[src/rtl/mem_access_unit.sv]
// Bridges the $mem register to a byte-wide data memory: loads write back via RegMemWrite, stores send memRead.
// Optional wait-counter timeout abort is enabled with `define MEM_ACCESS_TIMEOUT_EN.
module mem_access_unit #(
   parameter int ADDR_WIDTH     = 8,
   parameter int DATA_WIDTH     = 8,
   parameter int TIMEOUT_CYCLES = 15
) (
   input  logic                  clock,
   input  logic                  reset_n,
   input  logic                  load,
   input  logic                  store,
   input  logic [ADDR_WIDTH-1:0] addr,
   input  logic [DATA_WIDTH-1:0] memRead,
   output logic [DATA_WIDTH-1:0] memWrite,
   output logic                  RegMemWrite,
   output logic                  stall,
   output logic                  error,
   output logic                  mem_req,
   output logic                  mem_we,
   output logic [ADDR_WIDTH-1:0] mem_addr,
   output logic [DATA_WIDTH-1:0] mem_wdata,
   input  logic [DATA_WIDTH-1:0] mem_rdata,
   input  logic                  mem_ack
);

   typedef enum logic [1:0] {IDLE, REQ, WB} state_t;
   state_t state;

   if (TIMEOUT_CYCLES < 1 || TIMEOUT_CYCLES > 255) begin : g_bad_timeout
      $error("mem_access_unit: TIMEOUT_CYCLES must be in 1..255");
   end

`ifdef MEM_ACCESS_TIMEOUT_EN
   localparam logic [7:0] LIMIT = 8'(TIMEOUT_CYCLES - 1);
   logic [7:0] wait_cnt;
`endif

   // Stall covers the request cycle itself, before the FSM has left IDLE.
   assign stall = (state != IDLE) || load || store;

   always_ff @(posedge clock) begin
      if (!reset_n) begin
         state       <= IDLE;
         mem_req     <= 1'b0;
         mem_we      <= 1'b0;
         mem_addr    <= '0;
         mem_wdata   <= '0;
         memWrite    <= '0;
         RegMemWrite <= 1'b0;
         error       <= 1'b0;
`ifdef MEM_ACCESS_TIMEOUT_EN
         wait_cnt    <= '0;
`endif
      end else begin
         RegMemWrite <= 1'b0;
         error       <= 1'b0;
         case (state)
            IDLE: begin
               if (load || store) begin
                  mem_addr <= addr;
                  mem_req  <= 1'b1;
                  state    <= REQ;
`ifdef MEM_ACCESS_TIMEOUT_EN
                  wait_cnt <= '0;
`endif
                  // Store has priority when both requests are present.
                  if (store) begin
                     mem_we    <= 1'b1;
                     mem_wdata <= memRead;
                  end else begin
                     mem_we <= 1'b0;
                  end
               end
            end
            REQ: begin
               if (mem_ack) begin
                  mem_req <= 1'b0;
                  if (mem_we) begin
                     state <= IDLE;
                  end else begin
                     memWrite    <= mem_rdata;
                     RegMemWrite <= 1'b1;
                     state       <= WB;
                  end
               end
`ifdef MEM_ACCESS_TIMEOUT_EN
               else if (wait_cnt == LIMIT) begin
                  mem_req <= 1'b0;
                  error   <= 1'b1;
                  state   <= IDLE;
               end else begin
                  wait_cnt <= wait_cnt + 8'd1;
               end
`endif
            end
            WB:      state <= IDLE;
            default: state <= IDLE;
         endcase
      end
   end

endmodule

[config.mk]
export PLATFORM = sky130hd
export DESIGN_NAME = mem_access_unit
export DESIGN_NICKNAME = d
export VERILOG_FILES = /design/src/rtl/mem_access_unit.sv
export SDC_FILE = /design/constraint.sdc
export NUM_CORES = 1
export LEC_CHECK = 0
export ABC_AREA = 1
export BUFFER_PORTS_ARGS = -buffer_cell sky130_fd_sc_hd__buf_4
export CAP_MARGIN = 20
export CORE_MARGIN = 10
export CORE_UTILIZATION = 30
export DETAILED_ROUTE_END_ITERATION = 6
export PLACE_DENSITY = 0.56
export SLEW_MARGIN = 10
export SYNTH_ARGS = -nofsm -noshare
export SYNTH_HDL_FRONTEND = slang
export SYNTH_SLANG_ARGS = --single-unit
[constraint.sdc]
create_clock -name clock -period 1.1 [get_ports clock]
set_clock_uncertainty 0.1 [all_clocks]
set_input_delay 0.11 -clock clock [delete_from_list [all_inputs] [get_ports clock]]
set_output_delay 0.11 -clock clock [all_outputs]
set_load 0.02 [all_outputs]
==> results.yml, run 1 <==
run_status:
  status: "complete, but fails checks"
  violations: "setup timing"
clocking:
  cts.sinks: 29
  cts-root-buf: "clkbuf_8"
  cts.clk_slew.worst_paths_ps: 60
  cts_tree: "yes"
  cts_max_level: 2
  cts_made_buffers: 5
  clk_path_buf_depth: 2
  clkLatencyLatePin_ps: 280
run:
  drv_cap: 0
critical_path:
  cp-end-kind: "primary output"
  r2r_slack_ps: -60
  path_class: "flop to primary output"
  cp-start-kind: "flop"
  reg2reg_from: "state[0]"
  worstPathArrival_ps: 970
  r2r-end: "memWrite[5]"
  cp_max_fo: 4
  worst_ep_required_time_ps: 890
  reg2reg_depth: 7
layout:
  drive_gt1_share_pct: 44.3
  fin_nets: 251
  design_area_sq_um: 1860
  n_antenna_cell: 0
  syn2layout_area_growth_pct: 61.7
grt:
  antenna_found_initial: 0
  grt_max_degree: 12
  grt_pass1_wl_microns: 5710
  grt.total_usage_pct: 10.9
  overflow: 0
  grt_pass1_vias: 1240
synth:
  synth_cells: 151
  yosysWarnings: 0
  synthDistinctLibCells: 16
  synth.avg_cell_area_sq_um: 7.62
  yosysSeqAreaShare_pct: 50.4
  ys_ff_latch: 29
  netlist_area_sq_um: 1150
  synth_nets: 180
timing:
  setup_ws_ps: -83.1
  hold_violations: 0
  fmax_ghz: 0.845
  slew_violations: 0
  finalSetupViolations: 19
  period_share_pct: 108
  fin_crit_ps: 1180
  rsz0062_at_grt: "true"
  hold_ws_ps: 7.93
  fin_tns_setup_ps: -571
floorplanning:
  die_h_microns: 81.9
  io_pins: 58
  die-area_sq_um: 6710
  num_rows: 22
  start_util_pct: 31.2
  die_width_microns: 81.9
  core-area_sq_um: 3690
min_path:
  hp-class: "input pin to flop"
  min_from: "addr[6]"
  whs_path_depth: 3
  min_to: "mem_addr[6]"
detailed_routing:
  vias_per_cell: 4.50
  drc: 0
  drt_wl_total_microns: 3580
  num_vias: 1210
  final_antenna_net_count: 0
  drtPass1Iterations: 4
  drt_iter0_drc: 62
  wl_per_cell_microns: 13.3
power:
  powerDensity_nw_per_um2: 1420
  vdd_drop_max_mv: 0.820
  p_leak_uw: 0.000886
  power_uw: 2630
place:
  post-dp-hpwl_microns: 2720
  numPortBuffers: 56
  postPlaceCellArea_sq_um: 1640
  place.gp.congestion: 0.695
## layout make-up
cell class / count / area (sq um)
sequential: 29 / 587
fill: 352 / 1830
clock inverter: 1 / 5.00
clock buffer: 5 / 68.8
tap: 48 / 60.1
inverter: 15 / 56.3
multi-input combinational: 100 / 523
timing repair buffer: 71 / 562
## state kept, by name (all words and copies together) (netlist names)
register / flops
RegMemWrite: 1
memWrite: 8
mem_addr: 8
mem_req: 1
mem_wdata: 8
mem_we: 1
state: 2
## cells in the final DEF (no fill, tap or decap), drive strengths merged
cell type,n
nand3,26
inv,15
nor2,20
buf,69
dfxtp,29
dlygate4sd3,2
a21oi,19
conb,1
clkinv,1
nand2,32
clkbuf,5
nor3,2
## synthesized netlist by cell type (all sizes together)
cell | n | area, sq um
inv | 15 | 56.3
nor2 | 20 | 92.6
nand2 | 32 | 128
dfxtp | 29 | 581
conb | 1 | 3.75
clkbuf | 1 | 3.75
nor3 | 2 | 10.0
buf | 6 | 51.3
a21oi | 19 | 95.1
nand3 | 26 | 130
## cell families after synthesis
logic type,share of synthesized area [%]
DFF,50.4
other,0.326
AOI/OAI and AO/OA,8.26
buffers and inverters,9.67
and+or+nand+nor,31.3
## report_power, final
part	leakage (uW)	switching (uW)	total [uW]	internal (uW)
logic	0.000607	356	673	316
registers	0.000240	46.7	1180	1130
clock network	0.0000399	370	784	414
total	0.000886	773	2630	1860
## worst max-delay path by stage
| stage | start | end | slack (ps) | cells after the start |
|---|---|---|---|---|
| finish | state[1] | stall | -80 | 3 |
| global route | state[1] | stall | -130 | 3 |
| CTS | state[0] | stall | -100 | 3 |
| detailed placement | state[1] | mem_we | -50 | 4 |
| global placement | state[1] | state[0] | -30 | 3 |
| floorplan | state[1] | mem_we | 0.9 | 5 |
## per-stage QoR
stage | util, % | setup WS (ps) | instances
final | 50.5 | -83.1 | 269
after global placement | 44.4 | -30.5 | 256
after floorplan | - | 0.918 | 151
after global routing | 50.5 | -128 | 269
after detailed placement | 44.4 | -46.5 | 256
after CTS | 47.9 | -102 | 265
## per-layer routing
metal	routed length [microns]	global-route usage, %	part of all wire (%)
met1	1440	11.7	40
met2	1710	16.8	48
met3	414	6.88	12
met4	17	4.59	0.47
met5	0	0	0
## timing repair
item,CTS,global route
cloned,0,1
buffers inserted,3,2
hold buffers,1,1
resized for setup,10,17
setup endpoints to repair,27,31
pin swaps,2,13
endpoints found under the hold margin,1,1
## worst max-delay path: stages, from the launching register on
cell and delay, ps:
dfxtp_2 340, nor2_4 140, nand3_2 80, buf_6 140
(Power assumes the default switching activity.)
==> run 2: changes to the inputs <==
SKIP_CTS_REPAIR_TIMING = 1   (was unset)
==> results.yml, run 2 (synthesis gave the netlist of run 1 again) <==
timing:
  rsz0062_at_grt: "true"
  hold_ws_ps: 3.87
  period_share_pct: 110
  fin_tns_setup_ps: -425
  finalSetupViolations: 10
  setup_ws_ps: -105
  fin_crit_ps: 1210
  hold_violations: 0
  slew_violations: 0
  fmax_ghz: 0.830
critical_path:
  worst_ep_required_time_ps: 890
  path_class: "flop to primary output"
  worstPathArrival_ps: 1000
  cp-start-kind: "flop"
  cp-end-kind: "primary output"
  cp_max_fo: 4
layout:
  mostFrequentLayoutCell: "buf_4"
  reg.largest.list: "memWrite x8, mem_addr x8, mem_wdata x8"
  syn2layout_area_growth_pct: 57.7
  fillCellCount: 368
  design_area_sq_um: 1820
  mostFrequentLayoutCells: "buf_4, dfxtp_1, nand2_1, nand3_1, nor2_1"
  n_antenna_cell: 0
  drive_gt1_share_pct: 44.0
  multiInputGateArea_sq_um: 522
  fin_nets: 246
  final-seq-area_sq_um: 589
grt:
  grt_max_degree: 12
  grt_pass1_wl_microns: 5560
  antenna_found_initial: 0
  grt.total_usage_pct: 10.7
  overflow: 0
  grt_pass1_vias: 1213
floorplanning:
  start_util_pct: 31.2
  die_width_microns: 81.9
  num_rows: 22
  die_h_microns: 81.9
  die-area_sq_um: 6710
  core-area_sq_um: 3690
  io_pins: 58
detailed_routing:
  vias_per_cell: 4.52
  drt_wl_total_microns: 3600
  drt_iter0_drc: 57
  final_antenna_net_count: 0
  num_vias: 1193
  drc: 0
  drtPass1Iterations: 4
  wl_per_cell_microns: 13.7
power:
  vdd_drop_max_mv: 0.822
  powerDensity_nw_per_um2: 1440
  power_uw: 2610
  p_leak_uw: 0.000861
place:
  numPortBuffers: 56
  postPlaceCellArea_sq_um: 1640
  post-dp-hpwl_microns: 2720
  place.gp.congestion: 0.695
  pre_cts_ws_ps: -46.5
run_status:
  status: "complete, but fails checks"
  violations: "setup timing"
clocking:
  cts.sinks: 29
  cts_max_level: 2
  clk_path_buf_depth: 2
  cts-root-buf: "clkbuf_8"
  cts_tree: "yes"
  cts_made_buffers: 5
  cts.clk_slew.worst_paths_ps: 60
  clkLatencyLatePin_ps: 280
min_path:
  hp-class: "input pin to flop"
run:
  drv_cap: 0
[run 2: cell count changes in the layout (fill, tap and decap cells not counted), moves of 2 or more]
cell           delta
buf_6             -2
nand2_1           -2
nand2_2           +2
nand3_2           -2
nand3_1           +2
dlygate4sd3_1     -2
[run 2: metal layers]
metal	vias up	part of all wire [%]	GRT usage [%]
met3	6	12	6.88
met5	-	0	0
met2	40	47	16.4
met1	535	40	11.5
li1	612	-	-
met4	0	1.5	4.59
[run 2: path summary, 6_finish.rpt]
kind	start	to	slack, ps	cells past startpoint
worst min register to register	mem_wdata[4]	mem_wdata[4]	360	2
worst min-delay path	addr[4]	mem_addr[4]	4	3
worst max-delay path	state[0]	stall	-110	3
worst max register to register	state[0]	mem_addr[2]	-60	5
[run 2: per-stage QoR]
stage / std cells / util, %
6_report: 264 / 49.2
5_1_grt: 264 / 49.2
4_1_cts: 262 / 46.4
3_5_place_dp: 256 / 44.4
3_3_place_gp: 256 / 44.4
2_1_floorplan: 151 / -
[run 2: layout make-up]
| type | count | share of cell area, % |
|---|---|---|
| Sequential cell | 29 | 32.5 |
| Multi-Input combinational cell | 100 | 28.7 |
| Timing Repair Buffer | 66 | 28.3 |
| Clock buffer | 5 | 3.79 |
| Tap cell | 48 | 3.31 |
| Inverter | 15 | 3.10 |
| Clock inverter | 1 | 0.276 |
[run 2: power breakdown]
part	switching, uW	leakage, uW	internal (uW)
registers	50.9	0.000240	1130
logic	350	0.000581	297
clock network	372	0.0000399	414
total	773	0.000861	1840
[run 2: critical path, cell delays in order, from the launching register on]
cell,delay (ps)
dfxtp_4,360
nor2_4,140
nand3_2,80
buf_6,140
==> run 3: changes to the inputs <==
CORE_MARGIN = unset   (was 10)
==> results.yml, run 3 (synthesis gave the netlist of run 1 again) <==
run_status:
  status: "complete, but fails checks"
  violations: "setup timing"
layout:
  n_antenna_cell: 0
  mostFrequentLayoutCells: "buf_4, nand2_1, dfxtp_1, nand3_1, inv_1"
  syn2layout_area_growth_pct: 68.0
  stdcell_count: 274
  drive_gt1_share_pct: 45.6
  reg.largest.list: "memWrite x8, mem_addr x8, mem_wdata x8"
  mostFrequentLayoutCell: "buf_4"
  fin_nets: 254
critical_path:
  cp-end-kind: "primary output"
  cp-start-kind: "flop"
  cp_max_fo: 5
  worstPathArrival_ps: 1020
  worst_ep_required_time_ps: 890
  path_class: "flop to primary output"
floorplanning:
  start_util_pct: 31.4
  io_pins: 58
  num_rows: 22
  core-area_sq_um: 3660
  die-area_sq_um: 4090
  die_h_microns: 63.9
  die_width_microns: 63.9
timing:
  hold_violations: 0
  slew_violations: 0
  hold_ws_ps: 4.73
  fin_crit_ps: 1230
  fmax_ghz: 0.815
  finalSetupViolations: 17
  period_share_pct: 112
  setup_ws_ps: -127
  rsz0062_at_grt: "true"
  fin_tns_setup_ps: -758
clocking:
  cts-root-buf: "clkbuf_8"
  cts.sinks: 29
  cts_max_level: 2
  cts_tree: "yes"
  cts.clk_slew.worst_paths_ps: 60
  cts_made_buffers: 5
  clkLatencyLatePin_ps: 270
  clk_path_buf_depth: 2
run:
  drv_cap: 0
detailed_routing:
  drt_wl_total_microns: 3060
  drc: 0
  wl_per_cell_microns: 11.2
  drtPass1Iterations: 4
  num_vias: 1229
  vias_per_cell: 4.49
  drt_iter0_drc: 34
  final_antenna_net_count: 0
grt:
  antenna_found_initial: 0
  overflow: 0
  grt_pass1_vias: 1138
  grt_pass1_wl_microns: 4810
  grt_max_degree: 14
  grt.total_usage_pct: 15.3
power:
  vdd_drop_max_mv: 0.906
  powerDensity_nw_per_um2: 1540
  power_uw: 2980
  p_leak_uw: 0.000921
place:
  numPortBuffers: 56
  dp.cells: 258
  pre_cts_ws_ps: -89.7
  post-dp-hpwl_microns: 2210
  place.gp.congestion: 0.706
min_path:
  hp-class: "input pin to flop"
==> run 3: cell types whose count changed in the layout (fill, tap and decap cells not counted), moves of 2 or more <==
| cell | change |
|---|---|
| nor2_2 | +2 |
| buf_4 | +7 |
| dlygate4sd3_1 | +2 |
| nand2_2 | -2 |
| nor2_1 | -3 |
==> run 3: power by group <==
group          internal [uW]  switching [uW]  leakage (uW)  total, uW
clock                    737             381     0.0000585       1120
sequential              1130            52.3      0.000240       1180
combinational            332             352      0.000623        684
==> run 3: worst max-delay path, cell delays in order (launching register included) <==
cell and delay (ps):
dfxtp_4 360, nor2_4 170, nand3_2 80, buf_6 140
==> run 3: final timing paths <==
kind | cells after the start | from | slack [ps] | end
max | 3 | state[0] | -130 | stall
min | 3 | memRead[1] | 5 | mem_wdata[1]
max reg2reg | 5 | state[0] | -70 | mem_addr[4]
min reg2reg | 2 | mem_addr[2] | 370 | mem_addr[2]
==> run 3: per-stage QoR <==
step	area [sq um]	util, %
6_report	1930	52.8
5_1_grt	1930	52.8
4_1_cts	1770	48.4
3_5_place_dp	1650	45.2
3_3_place_gp	1650	45.2
2_1_floorplan	1150	-
==> run 3: layout make-up <==
type / count / area (sq um)
multi-input combinational: 100 / 537
tap: 48 / 60.1
sequential: 29 / 589
clock inverter: 1 / 30.0
fill: 355 / 1730
inverter: 15 / 56.3
clock buffer: 7 / 86.3
timing repair buffer: 74 / 576
==> run 3: layer usage <==
| metal | part of all wire [%] | GRT usage [%] |
|---|---|---|
| met3 | 7.1 | 5.89 |
| met4 | 0.75 | 6.82 |
| met1 | 42 | 17.7 |
| met5 | 0 | 0 |
| met2 | 50 | 25.0 |
